**src/rtl/ysyx_22040750_pc_redirect_ctrl_if.sv**
```systemverilog
// Request/response bundle between the redirect sources, the controller and IF.
// Valid/ready rule: O_pc is taken by IF on a rising edge where O_pc_valid && I_pc_ready; O_pc, O_src and O_pc_valid stay put while a non-sequential redirect waits for I_pc_ready.
interface ysyx_22040750_pc_redirect_ctrl_if;
  logic        I_trap_valid;
  logic [31:0] I_trap_pc;
  logic        I_br_valid;
  logic [31:0] I_br_pc;
  logic        I_fence_valid;
  logic [31:0] I_fence_pc;
  logic        I_seq_valid;
  logic [31:0] I_seq_pc;
  logic        I_pc_ready;
  logic [31:0] O_pc;
  logic        O_pc_valid;
  logic [1:0]  O_src;
  logic        O_flush;
  logic        O_hold;
  logic [31:0] O_redirect_cnt;
  logic [1:0]  O_dbg_state;

  modport master (
    input  I_trap_valid, I_trap_pc, I_br_valid, I_br_pc,
    input  I_fence_valid, I_fence_pc, I_seq_valid, I_seq_pc, I_pc_ready,
    output O_pc, O_pc_valid, O_src, O_flush, O_hold, O_redirect_cnt, O_dbg_state
  );

  modport slave (
    output I_trap_valid, I_trap_pc, I_br_valid, I_br_pc,
    output I_fence_valid, I_fence_pc, I_seq_valid, I_seq_pc, I_pc_ready,
    input  O_pc, O_pc_valid, O_src, O_flush, O_hold, O_redirect_cnt, O_dbg_state
  );
endinterface

```
**src/rtl/ysyx_22040750_pc_redirect_ctrl.sv**
```systemverilog
// Next-PC arbiter in front of the fetch PC register: boot PC, then trap > br > fence > seq,
// with non-sequential redirects parked until IF accepts them.
module ysyx_22040750_pc_redirect_ctrl #(
  parameter logic [31:0] RESET_PC           = 32'h8000_0000,
  parameter bit          PRIO_TRAP_OVERRIDE = 1'b1
) (
  input logic I_clk,
  input logic I_rst_n,
  ysyx_22040750_pc_redirect_ctrl_if.master bus
);

  typedef enum logic [1:0] {
    ST_BOOT = 2'd0,
    ST_RUN  = 2'd1,
    ST_HOLD = 2'd2
  } state_t;

  localparam logic [1:0] SRC_SEQ   = 2'd0;
  localparam logic [1:0] SRC_FENCE = 2'd1;
  localparam logic [1:0] SRC_BR    = 2'd2;
  localparam logic [1:0] SRC_TRAP  = 2'd3;

  state_t      state;
  logic [31:0] hold_pc;
  logic [1:0]  hold_src;
  logic [31:0] redirect_cnt;

  logic [31:0] run_pc;
  logic [1:0]  run_src;
  logic        run_any;
  logic        trap_override;
  logic [31:0] trap_pc_clr;

  logic [31:0] pc_c;
  logic [1:0]  src_c;
  logic        valid_c;
  logic        flush_c;
  logic        hold_c;

  assign trap_pc_clr   = {bus.I_trap_pc[31:1], 1'b0};
  assign trap_override = PRIO_TRAP_OVERRIDE && bus.I_trap_valid && (hold_src != SRC_TRAP);

  // Fixed-priority pick used only in RUN; bit 0 is cleared on every candidate.
  always_comb begin
    run_any = bus.I_trap_valid | bus.I_br_valid | bus.I_fence_valid | bus.I_seq_valid;
    run_pc  = {bus.I_seq_pc[31:1], 1'b0};
    run_src = SRC_SEQ;
    if (bus.I_trap_valid) begin
      run_pc  = trap_pc_clr;
      run_src = SRC_TRAP;
    end else if (bus.I_br_valid) begin
      run_pc  = {bus.I_br_pc[31:1], 1'b0};
      run_src = SRC_BR;
    end else if (bus.I_fence_valid) begin
      run_pc  = {bus.I_fence_pc[31:1], 1'b0};
      run_src = SRC_FENCE;
    end
  end

  always_comb begin
    pc_c    = {RESET_PC[31:1], 1'b0};
    src_c   = SRC_SEQ;
    valid_c = 1'b0;
    flush_c = 1'b0;
    hold_c  = 1'b0;
    case (state)
      ST_BOOT: begin
        valid_c = 1'b1;
      end
      ST_RUN: begin
        pc_c    = run_pc;
        src_c   = run_src;
        valid_c = run_any;
        flush_c = (run_src != SRC_SEQ);
      end
      ST_HOLD: begin
        valid_c = 1'b1;
        hold_c  = 1'b1;
        if (trap_override) begin
          pc_c    = trap_pc_clr;
          src_c   = SRC_TRAP;
          flush_c = 1'b1;
        end else begin
          pc_c  = hold_pc;
          src_c = hold_src;
        end
      end
      default: begin
        valid_c = 1'b0;
      end
    endcase
  end

  // Reset forces BOOT, whose PC/src are already the reset values; only valid needs gating.
  assign bus.O_pc           = pc_c;
  assign bus.O_src          = src_c;
  assign bus.O_pc_valid     = valid_c & I_rst_n;
  assign bus.O_flush        = flush_c;
  assign bus.O_hold         = hold_c;
  assign bus.O_redirect_cnt = redirect_cnt;
  assign bus.O_dbg_state    = state;

  always_ff @(posedge I_clk or negedge I_rst_n) begin
    if (!I_rst_n) begin
      state        <= ST_BOOT;
      hold_pc      <= 32'd0;
      hold_src     <= SRC_SEQ;
      redirect_cnt <= 32'd0;
    end else begin
      case (state)
        ST_BOOT: begin
          if (bus.I_pc_ready) state <= ST_RUN;
        end
        ST_RUN: begin
          if (run_src != SRC_SEQ) begin
            if (bus.I_pc_ready) begin
              redirect_cnt <= redirect_cnt + 32'd1;
            end else begin
              hold_pc  <= run_pc;
              hold_src <= run_src;
              state    <= ST_HOLD;
            end
          end
        end
        ST_HOLD: begin
          if (bus.I_pc_ready) begin
            redirect_cnt <= redirect_cnt + 32'd1;
            state        <= ST_RUN;
          end else if (trap_override) begin
            hold_pc  <= trap_pc_clr;
            hold_src <= SRC_TRAP;
          end
        end
        default: state <= ST_BOOT;
      endcase
    end
  end

endmodule

```
**src/flat_wrapper.sv**
```systemverilog
// flat-port wrapper written by rule: the top's interface ports become plain ports
module ysyx_22040750_pc_redirect_ctrl_flat 
#(
  parameter logic [31:0] RESET_PC           = 32'h8000_0000,
  parameter bit          PRIO_TRAP_OVERRIDE = 1'b1
)
  (I_clk, I_rst_n, bus_I_trap_valid, bus_I_trap_pc, bus_I_br_valid, bus_I_br_pc, bus_I_fence_valid, bus_I_fence_pc, bus_I_seq_valid, bus_I_seq_pc, bus_I_pc_ready, bus_O_pc, bus_O_pc_valid, bus_O_src, bus_O_flush, bus_O_hold, bus_O_redirect_cnt, bus_O_dbg_state);
  ysyx_22040750_pc_redirect_ctrl_if bus_i ();
  input logic I_clk;
  input logic I_rst_n;
  input wire logic [$bits(bus_i.I_trap_valid)-1:0] bus_I_trap_valid;
  input wire logic [$bits(bus_i.I_trap_pc)-1:0] bus_I_trap_pc;
  input wire logic [$bits(bus_i.I_br_valid)-1:0] bus_I_br_valid;
  input wire logic [$bits(bus_i.I_br_pc)-1:0] bus_I_br_pc;
  input wire logic [$bits(bus_i.I_fence_valid)-1:0] bus_I_fence_valid;
  input wire logic [$bits(bus_i.I_fence_pc)-1:0] bus_I_fence_pc;
  input wire logic [$bits(bus_i.I_seq_valid)-1:0] bus_I_seq_valid;
  input wire logic [$bits(bus_i.I_seq_pc)-1:0] bus_I_seq_pc;
  input wire logic [$bits(bus_i.I_pc_ready)-1:0] bus_I_pc_ready;
  output wire logic [$bits(bus_i.O_pc)-1:0] bus_O_pc;
  output wire logic [$bits(bus_i.O_pc_valid)-1:0] bus_O_pc_valid;
  output wire logic [$bits(bus_i.O_src)-1:0] bus_O_src;
  output wire logic [$bits(bus_i.O_flush)-1:0] bus_O_flush;
  output wire logic [$bits(bus_i.O_hold)-1:0] bus_O_hold;
  output wire logic [$bits(bus_i.O_redirect_cnt)-1:0] bus_O_redirect_cnt;
  output wire logic [$bits(bus_i.O_dbg_state)-1:0] bus_O_dbg_state;
  assign bus_i.I_trap_valid = bus_I_trap_valid;
  assign bus_i.I_trap_pc = bus_I_trap_pc;
  assign bus_i.I_br_valid = bus_I_br_valid;
  assign bus_i.I_br_pc = bus_I_br_pc;
  assign bus_i.I_fence_valid = bus_I_fence_valid;
  assign bus_i.I_fence_pc = bus_I_fence_pc;
  assign bus_i.I_seq_valid = bus_I_seq_valid;
  assign bus_i.I_seq_pc = bus_I_seq_pc;
  assign bus_i.I_pc_ready = bus_I_pc_ready;
  assign bus_O_pc = bus_i.O_pc;
  assign bus_O_pc_valid = bus_i.O_pc_valid;
  assign bus_O_src = bus_i.O_src;
  assign bus_O_flush = bus_i.O_flush;
  assign bus_O_hold = bus_i.O_hold;
  assign bus_O_redirect_cnt = bus_i.O_redirect_cnt;
  assign bus_O_dbg_state = bus_i.O_dbg_state;
  ysyx_22040750_pc_redirect_ctrl #(.RESET_PC(RESET_PC), .PRIO_TRAP_OVERRIDE(PRIO_TRAP_OVERRIDE)) u_core (.I_clk(I_clk), .I_rst_n(I_rst_n), .bus(bus_i));
endmodule
```
**config.mk**
```make
export PLATFORM = sky130hd
export DESIGN_NAME = ysyx_22040750_pc_redirect_ctrl_flat
export DESIGN_NICKNAME = d
export VERILOG_FILES = /design/src/rtl/ysyx_22040750_pc_redirect_ctrl_if.sv /design/src/rtl/ysyx_22040750_pc_redirect_ctrl.sv /design/src/flat_wrapper.sv
export SDC_FILE = /design/constraint.sdc
export NUM_CORES = 1
export LEC_CHECK = 0
export BUFFER_PORTS_ARGS = -buffer_cell sky130_fd_sc_hd__buf_2
export CORE_MARGIN = 2
export CORE_UTILIZATION = 47
export CTS_BUF_LIST = sky130_fd_sc_hd__clkbuf_4 sky130_fd_sc_hd__clkbuf_8
export DETAILED_ROUTE_END_ITERATION = 6
export PLACE_DENSITY = 0.9
export SLEW_MARGIN = 20
export SYNTH_ARGS = -nofsm -noshare
export SYNTH_HDL_FRONTEND = slang
export SYNTH_SLANG_ARGS = --single-unit
```
**constraint.sdc**
```tcl
create_clock -name I_clk -period 1.93 [get_ports I_clk]
set_input_delay 0.2895 -clock I_clk [delete_from_list [all_inputs] [get_ports I_clk]]
set_output_delay 0.2895 -clock I_clk [all_outputs]
set_load 0.01 [all_outputs]
```
==> flow_metrics.py <==
metrics = {
    "timing": {
        "layout_min_cycle_time_ps": 2232,
        "slew_violations": 0,
        "fmax_mhz": 448.1,
        "fin_ws_ps": -301.7,
        "rsz0062_at_grt": "true",
        "setup-violations-final": 94,
        "skew_ps": 15.38,
        "fin_crit_sh": 1.156,
        "slew_headroom": 0.6727,
        "tightest_slew_ps": 489.8,
        "tns_ps": -14360,
        "final-hold-violation-count": 0,
    },
    "clock_tree": {
        "cts_root_buf": "clkbuf_8",
        "numCtsBuffers": 9,
        "cts.sinks": 68,
        "htreeDepth": 3,
        "clkLatencyLatePin_ps": 360,
        "clk_pin_slew_ps": 90,
        "ctsLongestPathBuffers": 2,
        "cts_tree": "done",
    },
    "layout": {
        "layout-drive-gt1-share": 0.4732,
        "layout_common_cells": "197 x buf_2, 104 x nand2_1, 62 x dfrtp_1",
        "final_common_cell": "buf_2",
        "area_growth_pct": 54.41,
        "fillers": 755,
        "fin_cells": 1118,
        "fin_nets": 1106,
        "multi_input_area_sq_um": 4274,
        "regArea_sq_um": 1709,
    },
    "place": {
        "hpwlAfterDp_um": 13030,
        "dp.cells": 1056,
        "place_congestion": 0.9163,
        "io_buffers": 201,
    },
    "worst_setup_path": {
        "crit_path_end_kind": "output pin",
        "crit_chain": "inv_2, ha_4, buf_8, inv_8, buf_12, buf_16, a21oi_2, o21a_1, buf_6",
        "cp_max_fo": 6,
        "cp-start-kind": "flip-flop",
        "critPathRequiredTime_ps": 1640,
        "slowest_stage": "dfrtp_2",
        "worst_path_largest_cell_delay_ps": 430,
        "cp.arrival_ps": 1940,
        "critPathKind": "flip-flop to output pin",
    },
    "global_route": {
        "overflow": 0,
        "grt_max_degree": 69,
        "antenna_found_initial": 1,
        "track_usage": 0.3014,
        "first_global_vias": 6371,
        "grt_pass1_wl_um": 31550,
    },
    "status": {
        "status": "complete, but fails checks",
        "violations": "design-rule violations, negative setup slack",
    },
    "synth": {
        "syn_area_sq_um": 5673,
        "ys_seq_area_frac": 0.3000,
        "synth_edf_count": 0,
        "syn_nets": 853,
        "syn_avg_cell_area_sq_um": 7.956,
        "syn_inst": 713,
        "ys_ff_latch": 68,
        "ys_warn_count": 0,
        "synth-main-ff-cell": "dfrtp_1",
        "ys_types": 50,
        "async_flop_share": 1.000,
    },
    "power": {
        "power_leakage_uw": 0.004110,
        "ir_worst_vdd_uv": 602.8,
        "p_per_area_nw_per_um2": 1011,
    },
    "route": {
        "postRouteAntennaNets": 0,
        "drtPass1Iterations": 7,
        "vias": 7211,
        "wirelength_um": 24550,
        "drc": 9,
        "drt-vias-per-instance": 6.450,
        "wl_per_cell_um": 21.96,
        "drt_iter0_markers": 848,
    },
    "run": {
        "maxCapViolations": 0,
    },
    "floorplan": {
        "rows": 40,
        "die-area_sq_um": 12970,
        "die_x_um": 113.9,
        "initial_utilization": 0.4763,
        "core_area_sq_um": 11910,
        "ios": 206,
        "die_h_um": 113.9,
    },
    "hold_path": {
        "hold_class": "input port to async pin",
    },
}
-- through the flow --
stage                     power (uW)  area, sq um    util  hold slack (ps)  worst slack (ps)
after floorplan                 4542         5781       -           -6.091            -36.42
after global placement          5790         7261  0.6096            418.7            -48.94
after detailed placement        5905         7261  0.6096            416.6            -100.4
after CTS                       7716         8063  0.6769            61.16            -177.8
after global routing            9189         8760  0.7354            68.06            -341.0
final                           8858         8760  0.7354            42.92            -301.7
-- path summary, 6_finish.rpt --
| kind | startpoint | endpoint | slack [ps] | cells past startpoint |
|---|---|---|---|---|
| max in group asynchronous | I_rst_n | u_core.hold_src[0]$_DFFE_PN0P_ | 1560 | 2 |
| hold / removal | I_rst_n | u_core.bus.O_redirect_cnt[30]$_DFFE_PN0P_ | 40 | 2 |
| min in group I_clk | bus_I_pc_ready | u_core.bus.O_dbg_state[1]$_DFFE_PN0P_ | 260 | 2 |
| hold reg to reg | u_core.bus.O_redirect_cnt[31]$_DFFE_PN0P_ | u_core.bus.O_redirect_cnt[31]$_DFFE_PN0P_ | 490 | 1 |
| setup / recovery | u_core.bus.O_dbg_state[0]$_DFFE_PN0P_ | bus_O_pc[22] | -300 | 9 |
| setup reg to reg | u_core.bus.O_dbg_state[1]$_DFFE_PN0P_ | u_core.hold_pc[7]$_DFFE_PN0P_ | -250 | 10 |
-- cell usage after synthesis (5+ instances only) --
library cell / n / area share
nand2_1: 105 / 0.069
dfrtp_1: 68 / 0.30
clkbuf_1: 50 / 0.033
nor2_1: 42 / 0.028
nand3_1: 40 / 0.035
o21ai_0: 36 / 0.032
a21boi_0: 34 / 0.045
a21oi_1: 33 / 0.029
mux2_2: 31 / 0.062
nand2b_1: 31 / 0.034
nor4_1: 31 / 0.034
o211ai_1: 31 / 0.041
o21a_1: 30 / 0.040
o211a_1: 29 / 0.051
xor2_1: 16 / 0.025
xnor2_1: 15 / 0.023
nand4_1: 11 / 0.012
inv_1: 9 / 0.0060
nor3_1: 9 / 0.0079
buf_1: 8 / 0.0053
ha_1: 5 / 0.011
-- cell type report --
| class | count | area share |
|---|---|---|
| clock buffer | 10 | 0.01571 |
| sequential | 68 | 0.1951 |
| inverter | 9 | 0.004714 |
| multi-input combinational | 571 | 0.4879 |
| tap | 147 | 0.02100 |
| antenna | 1 | 0.0002857 |
| timing repair buffer | 307 | 0.2692 |
| clock inverter | 5 | 0.005999 |
-- cell families after synthesis --
group | Yosys count | share of synthesized area
simple gates | 295 | 0.2656
compound gates | 207 | 0.2581
buf+inv | 74 | 0.05249
flops | 68 | 0.3000
mux | 33 | 0.06506
xor+xnor | 31 | 0.04786
fa+ha+maj | 5 | 0.01103
-- flip-flops by register name (all words and copies together) (netlist names) --
signal	count
u_core.bus.O_dbg_state	2
u_core.hold_pc	32
u_core.bus.O_redirect_cnt	32
u_core.hold_src	2
-- layer usage --
metal	up-vias	share of wire	GRT usage
met3	159	0.11	0.06429
li1	3086	-	-
met5	-	0	0
met1	3380	0.37	0.3790
met4	0	0.060	0.1488
met2	586	0.47	0.4930
-- power by group --
part / leakage (uW) / internal, uW / total [uW] / switching, uW
logic: 0.00318 / 2530 / 5390 / 2860
registers: 0.000832 / 1850 / 2260 / 404
clock network: 0.0000979 / 619 / 1210 / 595
total: 0.00411 / 5000 / 8860 / 3850
-- worst max-delay path: cells and delay by family, from the launching register on --
kind            cells  cell delay, ps
compound gates      2             330
fa+ha+maj           1             160
flops               1             430
buf+inv             6             670
-- repair_timing --
item | CTS | global route
gates cloned | 6 | 9
pin swaps | 24 | 43
hold buffers | 0 | 0
endpoints found under the hold margin | 0 | 0
endpoints found under the setup margin | 68 | 93
gates resized for setup | 72 | 125
buffers inserted | 17 | 18
Note: power is estimated with default switching activity, not from simulation.
